--- src/rtl/seg7_pkg.sv ---
`default_nettype none
// ============================================================================
// Module      : seg7_pkg
// Description : Shared constants for the seven-segment bus receiver:
//               active-low segment patterns {a,b,c,d,e,f,g}, active-low digit
//               position codes and the frame-capture FSM state encoding.
// Revision    : 1.0 - initial release
// ============================================================================
package seg7_pkg;

    // Active-low segment patterns, bit order {a,b,c,d,e,f,g}
    localparam logic [6:0] SEG_0     = 7'b0000001;
    localparam logic [6:0] SEG_1     = 7'b1001111;
    localparam logic [6:0] SEG_2     = 7'b0010010;
    localparam logic [6:0] SEG_3     = 7'b0000110;
    localparam logic [6:0] SEG_4     = 7'b1001100;
    localparam logic [6:0] SEG_5     = 7'b0100100;
    localparam logic [6:0] SEG_6     = 7'b0100000;
    localparam logic [6:0] SEG_7     = 7'b0001111;
    localparam logic [6:0] SEG_8     = 7'b0000000;
    localparam logic [6:0] SEG_9     = 7'b0000100;
    localparam logic [6:0] SEG_BLANK = 7'b1111111;

    // Active-low digit enables
    localparam logic [3:0] AN_UNITS     = 4'b1110;
    localparam logic [3:0] AN_TENS      = 4'b1101;
    localparam logic [3:0] AN_HUNDREDS  = 4'b1011;
    localparam logic [3:0] AN_THOUSANDS = 4'b0111;

    // Frame-capture FSM
    typedef enum logic [2:0] {
        ST_HUNT   = 3'd0,
        ST_CAP1   = 3'd1,
        ST_CAP2   = 3'd2,
        ST_CAP3   = 3'd3,
        ST_COMMIT = 3'd4
    } state_t;

endpackage : seg7_pkg
`default_nettype wire

--- src/rtl/seg7_digit_decode.sv ---
`default_nettype none
// ============================================================================
// Module      : seg7_digit_decode
// Description : Combinational decode of an active-low seven-segment pattern
//               back to a BCD digit; ok is low for any non-digit pattern.
// Revision    : 1.0 - initial release
// ============================================================================
module seg7_digit_decode
    import seg7_pkg::*;
(
    input  logic [6:0] seg,
    output logic [3:0] bcd,
    output logic       ok
);

    // Pattern lookup; anything outside the ten digit glyphs is rejected
    always_comb begin
        bcd = 4'd0;
        ok  = 1'b1;
        case (seg)
            SEG_0:     bcd = 4'd0;
            SEG_1:     bcd = 4'd1;
            SEG_2:     bcd = 4'd2;
            SEG_3:     bcd = 4'd3;
            SEG_4:     bcd = 4'd4;
            SEG_5:     bcd = 4'd5;
            SEG_6:     bcd = 4'd6;
            SEG_7:     bcd = 4'd7;
            SEG_8:     bcd = 4'd8;
            SEG_9:     bcd = 4'd9;
            SEG_BLANK: ok  = 1'b0;
            default:   ok  = 1'b0;
        endcase
    end

endmodule : seg7_digit_decode
`default_nettype wire

--- src/rtl/seg_7_4_rx.sv ---
`default_nettype none
// ============================================================================
// Module      : seg_7_4_rx
// Description : Samples a multiplexed 4-digit seven-segment bus, debounces
//               each digit dwell, reassembles a units..thousands scan frame
//               and publishes the 10-bit binary value it represents.
// Revision    : 1.0 - initial release
// ============================================================================
module seg_7_4_rx
    import seg7_pkg::*;
#(
    parameter int STABLE_CNT = 4,
    parameter int TIMEOUT    = 255,
    parameter int CNT_W      = 8
) (
    input  logic        clk_sample,
    input  logic        rst_n,
    input  logic [3:0]  an_n,
    input  logic [6:0]  seg,
    output logic [9:0]  value,
    output logic        value_valid,
    output logic [15:0] digits,
    output logic        frame_err
);

    localparam logic [CNT_W-1:0] STABLE_M1 = CNT_W'(STABLE_CNT - 1);
    localparam logic [CNT_W-1:0] TMO_LIMIT = CNT_W'(TIMEOUT);
    localparam logic [CNT_W-1:0] CNT_MAX   = {CNT_W{1'b1}};

    // True when exactly one digit enable is asserted (low)
    function automatic logic is_one_cold(input logic [3:0] a);
        case (a)
            AN_UNITS, AN_TENS, AN_HUNDREDS, AN_THOUSANDS: return 1'b1;
            default:                                      return 1'b0;
        endcase
    endfunction

    // Position expected next while capturing a frame
    function automatic logic [3:0] expected_pos(input state_t s);
        case (s)
            ST_CAP1: return AN_TENS;
            ST_CAP2: return AN_HUNDREDS;
            default: return AN_THOUSANDS;
        endcase
    endfunction

    // th*1000 + hu*100 + te*10 + un built from shifted partial products
    function automatic logic [13:0] weighted_sum(input logic [3:0] th,
                                                 input logic [3:0] hu,
                                                 input logic [3:0] te,
                                                 input logic [3:0] un);
        logic [13:0] t, h, e, u;
        t = {10'd0, th};
        h = {10'd0, hu};
        e = {10'd0, te};
        u = {10'd0, un};
        return (t << 9) + (t << 8) + (t << 7) + (t << 6) + (t << 5) + (t << 3)
             + (h << 6) + (h << 5) + (h << 2)
             + (e << 3) + (e << 1)
             + u;
    endfunction

    logic [3:0]       an_meta, an_sync, an_prev;
    logic [6:0]       seg_meta, seg_sync, seg_prev;
    logic [CNT_W-1:0] stab_cnt, stab_next;
    logic [CNT_W-1:0] tmo_cnt;
    logic             armed;
    logic             bus_same, an_changed, accept;
    logic [3:0]       dec_bcd;
    logic             dec_ok;
    state_t           state, next_state;
    logic             err;
    logic             ld_un, ld_te, ld_hu, ld_th;
    logic [3:0]       dig_un, dig_te, dig_hu, dig_th;
    logic [13:0]      sum;

    seg7_digit_decode u_decode (
        .seg (seg_sync),
        .bcd (dec_bcd),
        .ok  (dec_ok)
    );

    // Two-flop synchroniser plus the previous-sample copy for change detection
    always_ff @(posedge clk_sample or negedge rst_n) begin
        if (!rst_n) begin
            an_meta  <= 4'b1111;
            an_sync  <= 4'b1111;
            an_prev  <= 4'b1111;
            seg_meta <= SEG_BLANK;
            seg_sync <= SEG_BLANK;
            seg_prev <= SEG_BLANK;
        end else begin
            an_meta  <= an_n;
            an_sync  <= an_meta;
            an_prev  <= an_sync;
            seg_meta <= seg;
            seg_sync <= seg_meta;
            seg_prev <= seg_sync;
        end
    end

    // Stability count and single-shot acceptance per an_n dwell
    always_comb begin
        bus_same   = ({an_sync, seg_sync} == {an_prev, seg_prev});
        an_changed = (an_sync != an_prev);
        stab_next  = '0;
        if (bus_same) begin
            stab_next = (stab_cnt == CNT_MAX) ? stab_cnt : stab_cnt + 1'b1;
        end
        accept = (stab_next == STABLE_M1) && is_one_cold(an_sync)
               && (armed || an_changed);
    end

    // Stability counter and re-arm flag (re-armed only by an an_n change)
    always_ff @(posedge clk_sample or negedge rst_n) begin
        if (!rst_n) begin
            stab_cnt <= '0;
            armed    <= 1'b1;
        end else begin
            stab_cnt <= stab_next;
            if (accept)
                armed <= 1'b0;
            else if (an_changed)
                armed <= 1'b1;
        end
    end

    // Inter-digit timeout, running only while a frame is being captured
    always_ff @(posedge clk_sample or negedge rst_n) begin
        if (!rst_n) begin
            tmo_cnt <= '0;
        end else if (state == ST_HUNT || state == ST_COMMIT || accept) begin
            tmo_cnt <= '0;
        end else if (tmo_cnt != CNT_MAX) begin
            tmo_cnt <= tmo_cnt + 1'b1;
        end
    end

    // FSM state register
    always_ff @(posedge clk_sample or negedge rst_n) begin
        if (!rst_n)
            state <= ST_HUNT;
        else
            state <= next_state;
    end

    // Next-state, digit-latch enables and frame error detection
    always_comb begin
        next_state = state;
        err        = 1'b0;
        ld_un      = 1'b0;
        ld_te      = 1'b0;
        ld_hu      = 1'b0;
        ld_th      = 1'b0;
        case (state)
            ST_HUNT: begin
                if (accept && an_sync == AN_UNITS && dec_ok) begin
                    ld_un      = 1'b1;
                    next_state = ST_CAP1;
                end
            end
            ST_CAP1, ST_CAP2, ST_CAP3: begin
                if (accept) begin
                    if (an_sync == expected_pos(state) && dec_ok) begin
                        case (state)
                            ST_CAP1: begin ld_te = 1'b1; next_state = ST_CAP2;   end
                            ST_CAP2: begin ld_hu = 1'b1; next_state = ST_CAP3;   end
                            default: begin ld_th = 1'b1; next_state = ST_COMMIT; end
                        endcase
                    end else if (an_sync == AN_UNITS && dec_ok) begin
                        // A fresh units digit restarts the frame immediately
                        err        = 1'b1;
                        ld_un      = 1'b1;
                        next_state = ST_CAP1;
                    end else begin
                        err        = 1'b1;
                        next_state = ST_HUNT;
                    end
                end else if (tmo_cnt == TMO_LIMIT) begin
                    err        = 1'b1;
                    next_state = ST_HUNT;
                end
            end
            ST_COMMIT: next_state = ST_HUNT;
            default:   next_state = ST_HUNT;
        endcase
    end

    // Latched BCD digits of the frame in progress
    always_ff @(posedge clk_sample or negedge rst_n) begin
        if (!rst_n) begin
            dig_un <= 4'd0;
            dig_te <= 4'd0;
            dig_hu <= 4'd0;
            dig_th <= 4'd0;
        end else begin
            if (ld_un) dig_un <= dec_bcd;
            if (ld_te) dig_te <= dec_bcd;
            if (ld_hu) dig_hu <= dec_bcd;
            if (ld_th) dig_th <= dec_bcd;
        end
    end

    assign sum = weighted_sum(dig_th, dig_hu, dig_te, dig_un);

    // Registered outputs: publish in-range frames, flag everything else
    always_ff @(posedge clk_sample or negedge rst_n) begin
        if (!rst_n) begin
            value       <= 10'd0;
            digits      <= 16'd0;
            value_valid <= 1'b0;
            frame_err   <= 1'b0;
        end else begin
            value_valid <= 1'b0;
            frame_err   <= err;
            if (state == ST_COMMIT) begin
                if (sum[13:10] == 4'd0) begin
                    value       <= sum[9:0];
                    digits      <= {dig_th, dig_hu, dig_te, dig_un};
                    value_valid <= 1'b1;
                end else begin
                    frame_err   <= 1'b1;
                end
            end
        end
    end

endmodule : seg_7_4_rx
`default_nettype wire

--- config.mk ---
export PLATFORM = sky130hd
export DESIGN_NAME = seg_7_4_rx
export DESIGN_NICKNAME = d
export VERILOG_FILES = /design/src/rtl/seg7_pkg.sv /design/src/rtl/seg7_digit_decode.sv /design/src/rtl/seg_7_4_rx.sv
export SDC_FILE = /design/constraint.sdc
export NUM_CORES = 1
export LEC_CHECK = 0
export CELL_PAD_IN_SITES_DETAIL_PLACEMENT = 2
export CELL_PAD_IN_SITES_GLOBAL_PLACEMENT = 2
export CORE_MARGIN = 2
export CORE_UTILIZATION = 34
export CTS_CLUSTER_SIZE = 25
export DETAILED_ROUTE_END_ITERATION = 12
export GPL_TIMING_DRIVEN = 0
export MAX_ROUTING_LAYER = met4
export PLACE_DENSITY = 0.72
export REMOVE_ABC_BUFFERS = 1
export SETUP_SLACK_MARGIN = 0.15
export SYNTH_ARGS = -nofsm -noshare
export SYNTH_HDL_FRONTEND = slang
export SYNTH_SLANG_ARGS = --single-unit
export TNS_END_PERCENT = 100
--- constraint.sdc ---
create_clock -name clk_sample -period 12.1 [get_ports clk_sample]
set_input_delay 2.42 -clock clk_sample [delete_from_list [all_inputs] [get_ports clk_sample]]
set_output_delay 2.42 -clock clk_sample [all_outputs]
set_load 0.05 [all_outputs]
==> metrics.md <==
| Metric | Value |
|---|---|
| Layout cell share with drive strength beyond 1 | `21.06%` |
| Cell Pwr Density | `around 100 mW/mm^2` |
| Yosys reg bits | `96` |
| Commonest non-fill, non-tap cell in the layout | `dfrtp_1` |
| Maximum vdd drop | `0.08157 mV` |
| Clock share of power | `45.4%` |
| Unique masters post-synth | `60` |
| Top cells by area, synth | `dfrtp_1 29%, dfstp_2 17%, fa_1 9.4%` |
| Via-to-Cell Ratio | `about 5` |
| CTS tree | `built` |
| IO Pins | `41` |
| Multi-input logic area | `0.002631 sq mm` |
| Post-Place Cells | `approximately 680` |
| Syn avg cell area | `11.98 sq um` |
| Area Growth Syn to Fin | `17.56%` |
| Die footprint | `about 0.017 sq mm` |
| Slew margin rel. | `57.62%` |
| Number of fill cells | `1,558` |
| Worst Path Arrival | `5.77 ns` |
| Clock transition at the registers of the reported paths | `0.08 ns` |
| Die Span Y | `129.2 microns` |
| Synth Flop Type | `dfrtp_1` |
| Layout net count | `547` |
| Met1 usage | `21.90%` |
| Core ar. | `0.01526 sq mm` |
| Post-CTS sizing | `0` |
| Final setup viols | `0` |
| Clock Path Buffers | `2` |
| Global route overflow | `0` |
| Psw | `0.1521 mW` |
| Met3 usage | `4.129%` |
| Max Fclk | `181.0 MHz` |
| Vias | `around 3,500` |
| Static Leak | `~2.9 nW` |
| RSZ-0062 raised after global routing | `false` |
| Switching share of power | `23.24%` |
| DR WL/cell | `17.78 microns` |
| GR Util All Layers | `between 10% and 20%` |
| Fin util | `41.07%` |
| Postcts setup bufs | `0` |
| Fin crit period | `5.526 ns` |
| Tightest Pin Transition | `~0.63 ns` |
| Cell taking the most area after synthesis | `dfrtp_1` |
| Final Hold Viols | `0` |
| DRT Pass-1 Iters | `4` |
| Gate power share | `3.0%` |
| Register area | `roughly 0.0024 sq mm` |
| Fin Setup TNS | `0 ns` |
| Post-synth EDFFs | `0` |
| Hold Buf Count CTS | `0` |
| Sequential area share after synthesis | `a little under half` |
| Crit path max fanout | `12` |
| Hold WC Path Type | `reg2reg` |
| ANT cells | `0` |
| Seq pwr share | `51.6%` |
| Setup CP Type | `reg2reg` |
| Mapped Area | `0.005330 sq mm` |
| Internal | `0.5021 mW` |
| First-pass GRT wire length | `21,750 microns` |
| Num rows | `45` |
| Die width | `129.2 microns` |
| Port Buffers | `40` |
| # Max-Cap Violations | `0` |
| Vias in the first global route | `4,046` |
| Starting DRT DRC Count | `151` |
| Final worst path period share | `45.67%` |
| Outcome | `completed` |
| H-tree levels | `3` |
| Final ANT Viol Nets | `0` |
| TritonCTS buffer count | `9` |
| Synth Instances | `445` |
| Yosys warns | `0` |
| Share of the synthesized area in the top cell type | `29.11%` |
| Root Buffer | `clkbuf_16` |
| Clk sink count | `between 90 and 100` |
| GR peak layer | `met2` |
| Final Max Tran Viols | `0` |
| Initial antenna violation count | `0` |
| Grt met2 use | `28.27%` |
| Crit start category | `flip-flop` |
| Final Instance Count excl. Fillers | `700` |
| CP Capture Type | `flip-flop` |
| Hold WS | `between 0.3 and 0.4 ns` |
| WL final | `12,450 microns` |
| Total power draw | `0.6542 mW` |
| Starting Density | `a little over a third` |
| Skew final | `0.009765 ns` |
| Critical path required time | `12.34 ns` |
| Clock latency on the worst-skew pair | `0.36 ns` |
| GP Congestion | `0.7859` |
| Pin count of the biggest net entering global routing | `73` |
| Synth async-reset ratio | `100.0%` |
| Most frequent cells in the layout | `62 x dfrtp_1, 47 x inv_1, 39 x clkdlybuf4s50_1` |
| DRC | `0` |
| Hpwl dp | `8751 microns` |
logic make-up (layout without fill, tap and decap cells):
family / after synthesis / count (layout) / share of synthesized area [%]
AO/OA/AOI/OAI: 53 / 53 / 7.136
XOR/XNOR: 23 / 23 / 3.779
adder cells (fa/ha/maj): 50 / 50 / 15.26
buffers and inverters: 62 / 106 / 4.765
flip-flops: 96 / 96 / 45.87
multiplexers: 42 / 42 / 10.19
AND/OR/NAND/NOR: 119 / 119 / 13.01
Yosys cell counts, types with 4 or more instances:
cell      number
dfrtp_1       62
inv_1         47
dfstp_2       34
nor2_1        27
fa_1          25
ha_1          25
mux2_2        22
mux2_4        19
nand3_1       17
o21ai_0       15
xor2_1        12
and3_1        11
nand2_1       11
xnor2_1       11
clkbuf_1      10
a21oi_1        9
nand3b_1       8
nor3_1         8
nand4_1        6
and2_1         5
nand4b_1       4
final cells by class:
type | count | area share [%]
flip-flops and latches | 96 | 39.02
clock buffers | 10 | 3.654
multi-input cells | 287 | 41.99
well taps | 211 | 4.213
repair buffers | 43 | 7.208
clock inverters | 6 | 1.098
inverters | 47 | 2.815
power by group through the flow:
stage          clock [mW]  combinational [mW]  sequential (mW)
3_3_place_gp            0              0.0185            0.343
5_1_grt             0.318              0.0225            0.338
2_1_floorplan           0             0.00702            0.341
4_1_cts             0.308              0.0206            0.337
3_5_place_dp            0              0.0205            0.343
6_report            0.297              0.0197            0.337
routing by layer:
layer / routed length [microns] / vias to the layer above
met2: 6317 / 34
met3: 287 / 13
met5: 0 / -
met1: 5689 / 1848
met4: 154 / 0
li1: - / 1609
final timing paths:
path | cells past startpoint | end | from | slack [ns]
setup reg to reg | 16 | digits[3] | dig_hu[2] | 6.57
min in group asynchronous | 1 | value[1] | rst_n | 1.97
setup / recovery | 16 | digits[3] | dig_hu[2] | 6.57
hold reg to reg | 0 | seg_sync[2] | seg_meta[2] | 0.36
hold / removal | 0 | seg_sync[2] | seg_meta[2] | 0.36
max in group asynchronous | 2 | an_meta[2] | rst_n | 9.42
critical path: stages (launching register included):
cell	delay, ns
dfrtp_1	0.46
inv_1	0.15
fa_1	0.51
inv_1	0.06
fa_1	0.49
fa_1	0.49
ha_1	0.27
fa_1	0.44
a21oi_2	0.20
o211ai_2	0.19
a2111oi_2	0.27
a311oi_1	0.09
a31o_1	0.31
nor4b_4	0.63
buf_6	0.29
buf_8	0.19
mux2_2	0.35
through the flow:
step           instance area [sq um]  worst slack, ns
3_5_place_dp                    5968            6.567
3_3_place_gp                    5917            5.021
5_1_grt                         6266            6.209
2_1_floorplan                   5253            6.733
4_1_cts                         6266            6.515
6_report                        6266            6.574
registers in the layout (all words and copies together) (netlist names):
name         cells
seg_meta         7
an_prev          4
dig_un           4
value_valid      1
dig_th           4
stab_cnt         8
value           10
dig_te           4
dig_hu           4
frame_err        1
seg_sync         7
armed            1
an_sync          4
tmo_cnt          8
state            3
an_meta          4
seg_prev         7
digits          15
Power figures use the tool's default switching activity.
==> RTL edit, RTL diff (same settings) <==
Make the reset (`rst_n`) synchronous in 6 clocked blocks.
--- a/src/rtl/seg_7_4_rx.sv
+++ b/src/rtl/seg_7_4_rx.sv
@@ -83,3 +83,3 @@
     // Two-flop synchroniser plus the previous-sample copy for change detection
-    always_ff @(posedge clk_sample or negedge rst_n) begin
+    always_ff @(posedge clk_sample) begin
         if (!rst_n) begin
@@ -114,3 +114,3 @@
     // Stability counter and re-arm flag (re-armed only by an an_n change)
-    always_ff @(posedge clk_sample or negedge rst_n) begin
+    always_ff @(posedge clk_sample) begin
         if (!rst_n) begin
@@ -128,3 +128,3 @@
     // Inter-digit timeout, running only while a frame is being captured
-    always_ff @(posedge clk_sample or negedge rst_n) begin
+    always_ff @(posedge clk_sample) begin
         if (!rst_n) begin
@@ -139,3 +139,3 @@
     // FSM state register
-    always_ff @(posedge clk_sample or negedge rst_n) begin
+    always_ff @(posedge clk_sample) begin
         if (!rst_n)
@@ -189,3 +189,3 @@
     // Latched BCD digits of the frame in progress
-    always_ff @(posedge clk_sample or negedge rst_n) begin
+    always_ff @(posedge clk_sample) begin
         if (!rst_n) begin
@@ -206,3 +206,3 @@
     // Registered outputs: publish in-range frames, flag everything else
-    always_ff @(posedge clk_sample or negedge rst_n) begin
+    always_ff @(posedge clk_sample) begin
         if (!rst_n) begin
Formal check against the unedited RTL: no difference found for any inputs over 10 cycles, from zero or initial values and one cycle with rst_n low; that may be too few to reach the edited logic, so the function may still have changed.
==> RTL edit against the unedited design <==
  * Hold slack improved by 0.058 ns
  * First-iteration DRC count shrank 34%
  * Total power increased by 2.3%
  * Design area down 3.2%
  * Wire length down 0.69%
  * Worst setup slack gained 0.70 ns
  * Synthesized area decreased by 1.5%
  * Sequential cell count did not move
  * Critical path type unchanged
  * Highest routed layer unchanged
==> RTL edit: results (changes against the unedited design) <==
{| class="wikitable"
! Metric !! Value
|-
| Hold Crit Endpoint || seg_sync[5]
|-
| Skew-Pair Late Insertion Delay || 0.35 ns
|-
| Synth area leaders || dfxtp_1, fa_1, mux2i_1
|-
| Routed length per instance || 16.16 um (-9.1%)
|-
| Top_reg_cell synth || dfxtp_1
|-
| Detailed placement HPWL || 9192 um (+5.0%)
|-
| Number of cells on the worst hold path || 1 (+1)
|-
| RR Endpoint || digits[3]
|-
| Number of buffers added by the clock tree synthesis step || 9 (unchanged)
|-
| Post-Synthesis Cells || 552 (+24%)
|-
| Outcome || completed
|-
| Total routing resource utilization after global routing || 16.76% (-0.55 points)
|-
| Final standard cell count with taps included and fillers excluded || 765 (+9.3%)
|-
| Slack of the worst reg-to-reg path || 7.28 ns (+0.70 ns)
|-
| Max VDD drop || 0.00007493 V (-8.1%)
|-
| Via count || 3878 (+11%)
|-
| Weighted congestion reported at the end of routability-driven placement || 0.8224 (+4.6%)
|-
| Number of resized instances in the post-cts repair step || 0 (unchanged)
|-
| # port buffers || 40 (unchanged)
|-
| Origin of the worst setup path || dig_th[0]
|-
| Share of layout cells above drive strength 1 || 5.199% (-16 points)
|-
| Combinational-cell power consumption || 0.0000209 W (+6%)
|-
| Seq/Total Area, Yosys || 36.60% (-9.3 points)
|-
| Vias in the first global route || 4272 (+5.6%)
|-
| Met2 track demand over resource in global routing || 27.78% (-0.48 points)
|-
| Clock transition time at the flip-flop clock pins of the worst setup and hold paths || 0.07 ns
|-
| Max-Slew Margin vs Limit || 39.37% (-18 points)
|-
| Ranking of synthesized cells by instance count || dfxtp_1, nand2_1, inv_1, mux2i_1, nand2b_1
|-
| Worst Min Path Start || seg_meta[5]
|-
| Arrival @ worst endpoint || 5.10 ns (-0.67 ns)
|-
| Top cell type's share of synthesized area || 36.60% (+7.5 points)
|-
| Post-synthesis async set-or-reset flop share || 0% (-100 points)
|-
| Global routing usage on met1 || 20.75% (-1.2 points)
|-
| Clock Skew || 0.006685 ns (-0.003080 ns)
|-
| DP Cell Count || 749 (+9.5%)
|-
| Synth cell types || 61 (+1.7%)
|-
| Standby leakage power || 2.409 nW (-16%)
|-
| Pin count of the biggest net entering global routing || 93 (+27%)
|-
| Depth of the most critical reg-to-reg path || 14 (-2)
|-
| First-pass GRT wire length || 21140 um (-2.8%)
|-
| NumNets Final || 635 (+16%)
|-
| Biggest registers after layout || digits: 15 flops, value: 10 flops
|-
| Int Pwr || 0.0005245 W (+4.4%)
|-
| Largest fanout of any net on the critical path || 21 (+9)
|-
| 1st-iter DRT viols || 100 (-34%)
|-
| Setup fix buffers added after clock tree synthesis || 0 (unchanged)
|-
| Met3 demand-to-capacity share in global routing || 2.963% (-1.2 points)
|-
| Part of the power in registers || 48.6% (-3.0 points)
|}
## RTL edit: logic make-up (layout without fill, tap and decap cells)
logic type	count (synthesis)	after routing	synth area share, %
simple gates	194	194	20.21
flops	96	96	36.60
buf+inv	79	104	6.719
compound gates	66	66	8.816
fa+ha+maj	50	50	15.49
mux	42	42	8.006
xor+xnor	25	25	4.170
## RTL edit: stage by stage
step	setup WS, ns	util (%)	instance area (sq um)	total power [W]	hold WS, ns
6_report	7.275	40.06	6067	0.0006694	0.4133
5_1_grt	6.926	40.06	6067	0.0006996	0.4292
4_1_cts	7.205	40.06	6067	0.0006802	0.4200
3_5_place_dp	7.235	37.82	5728	0.0003542	0.4030
3_3_place_gp	5.282	37.70	5710	0.0003531	0.3898
2_1_floorplan	7.444	-	5075	0.0003416	0.3863
## RTL edit: worst max-delay path: stages (launching register included)
cell	delay, ns
dfxtp_1	0.56
inv_1	0.13
fa_1	0.55
inv_1	0.05
fa_1	0.48
fa_1	0.49
ha_1	0.26
a211oi_1	0.28
o21ba_2	0.25
a21oi_1	0.12
o21ba_2	0.24
a2111oi_2	0.45
o211a_2	0.43
buf_12	0.23
mux2i_1	0.21
## RTL edit: routing by layer
| metal | part of all wire (%) | up-vias |
|---|---|---|
| met1 | 47 | 1933 |
| met4 | 1.5 | 0 |
| met5 | 0 | - |
| met2 | 49 | 34 |
| li1 | - | 1897 |
| met3 | 1.9 | 14 |
## RTL edit: cell type report
cell class,count,area [sq um]
Clock buffer,11,252.7
Clock inverter,5,86.33
Fill cell,1636,9079
Inverter,47,176.4
Multi-Input combinational cell,377,2977
Sequential cell,96,1922
Tap cell,188,235.2
Timing Repair Buffer,41,417.9
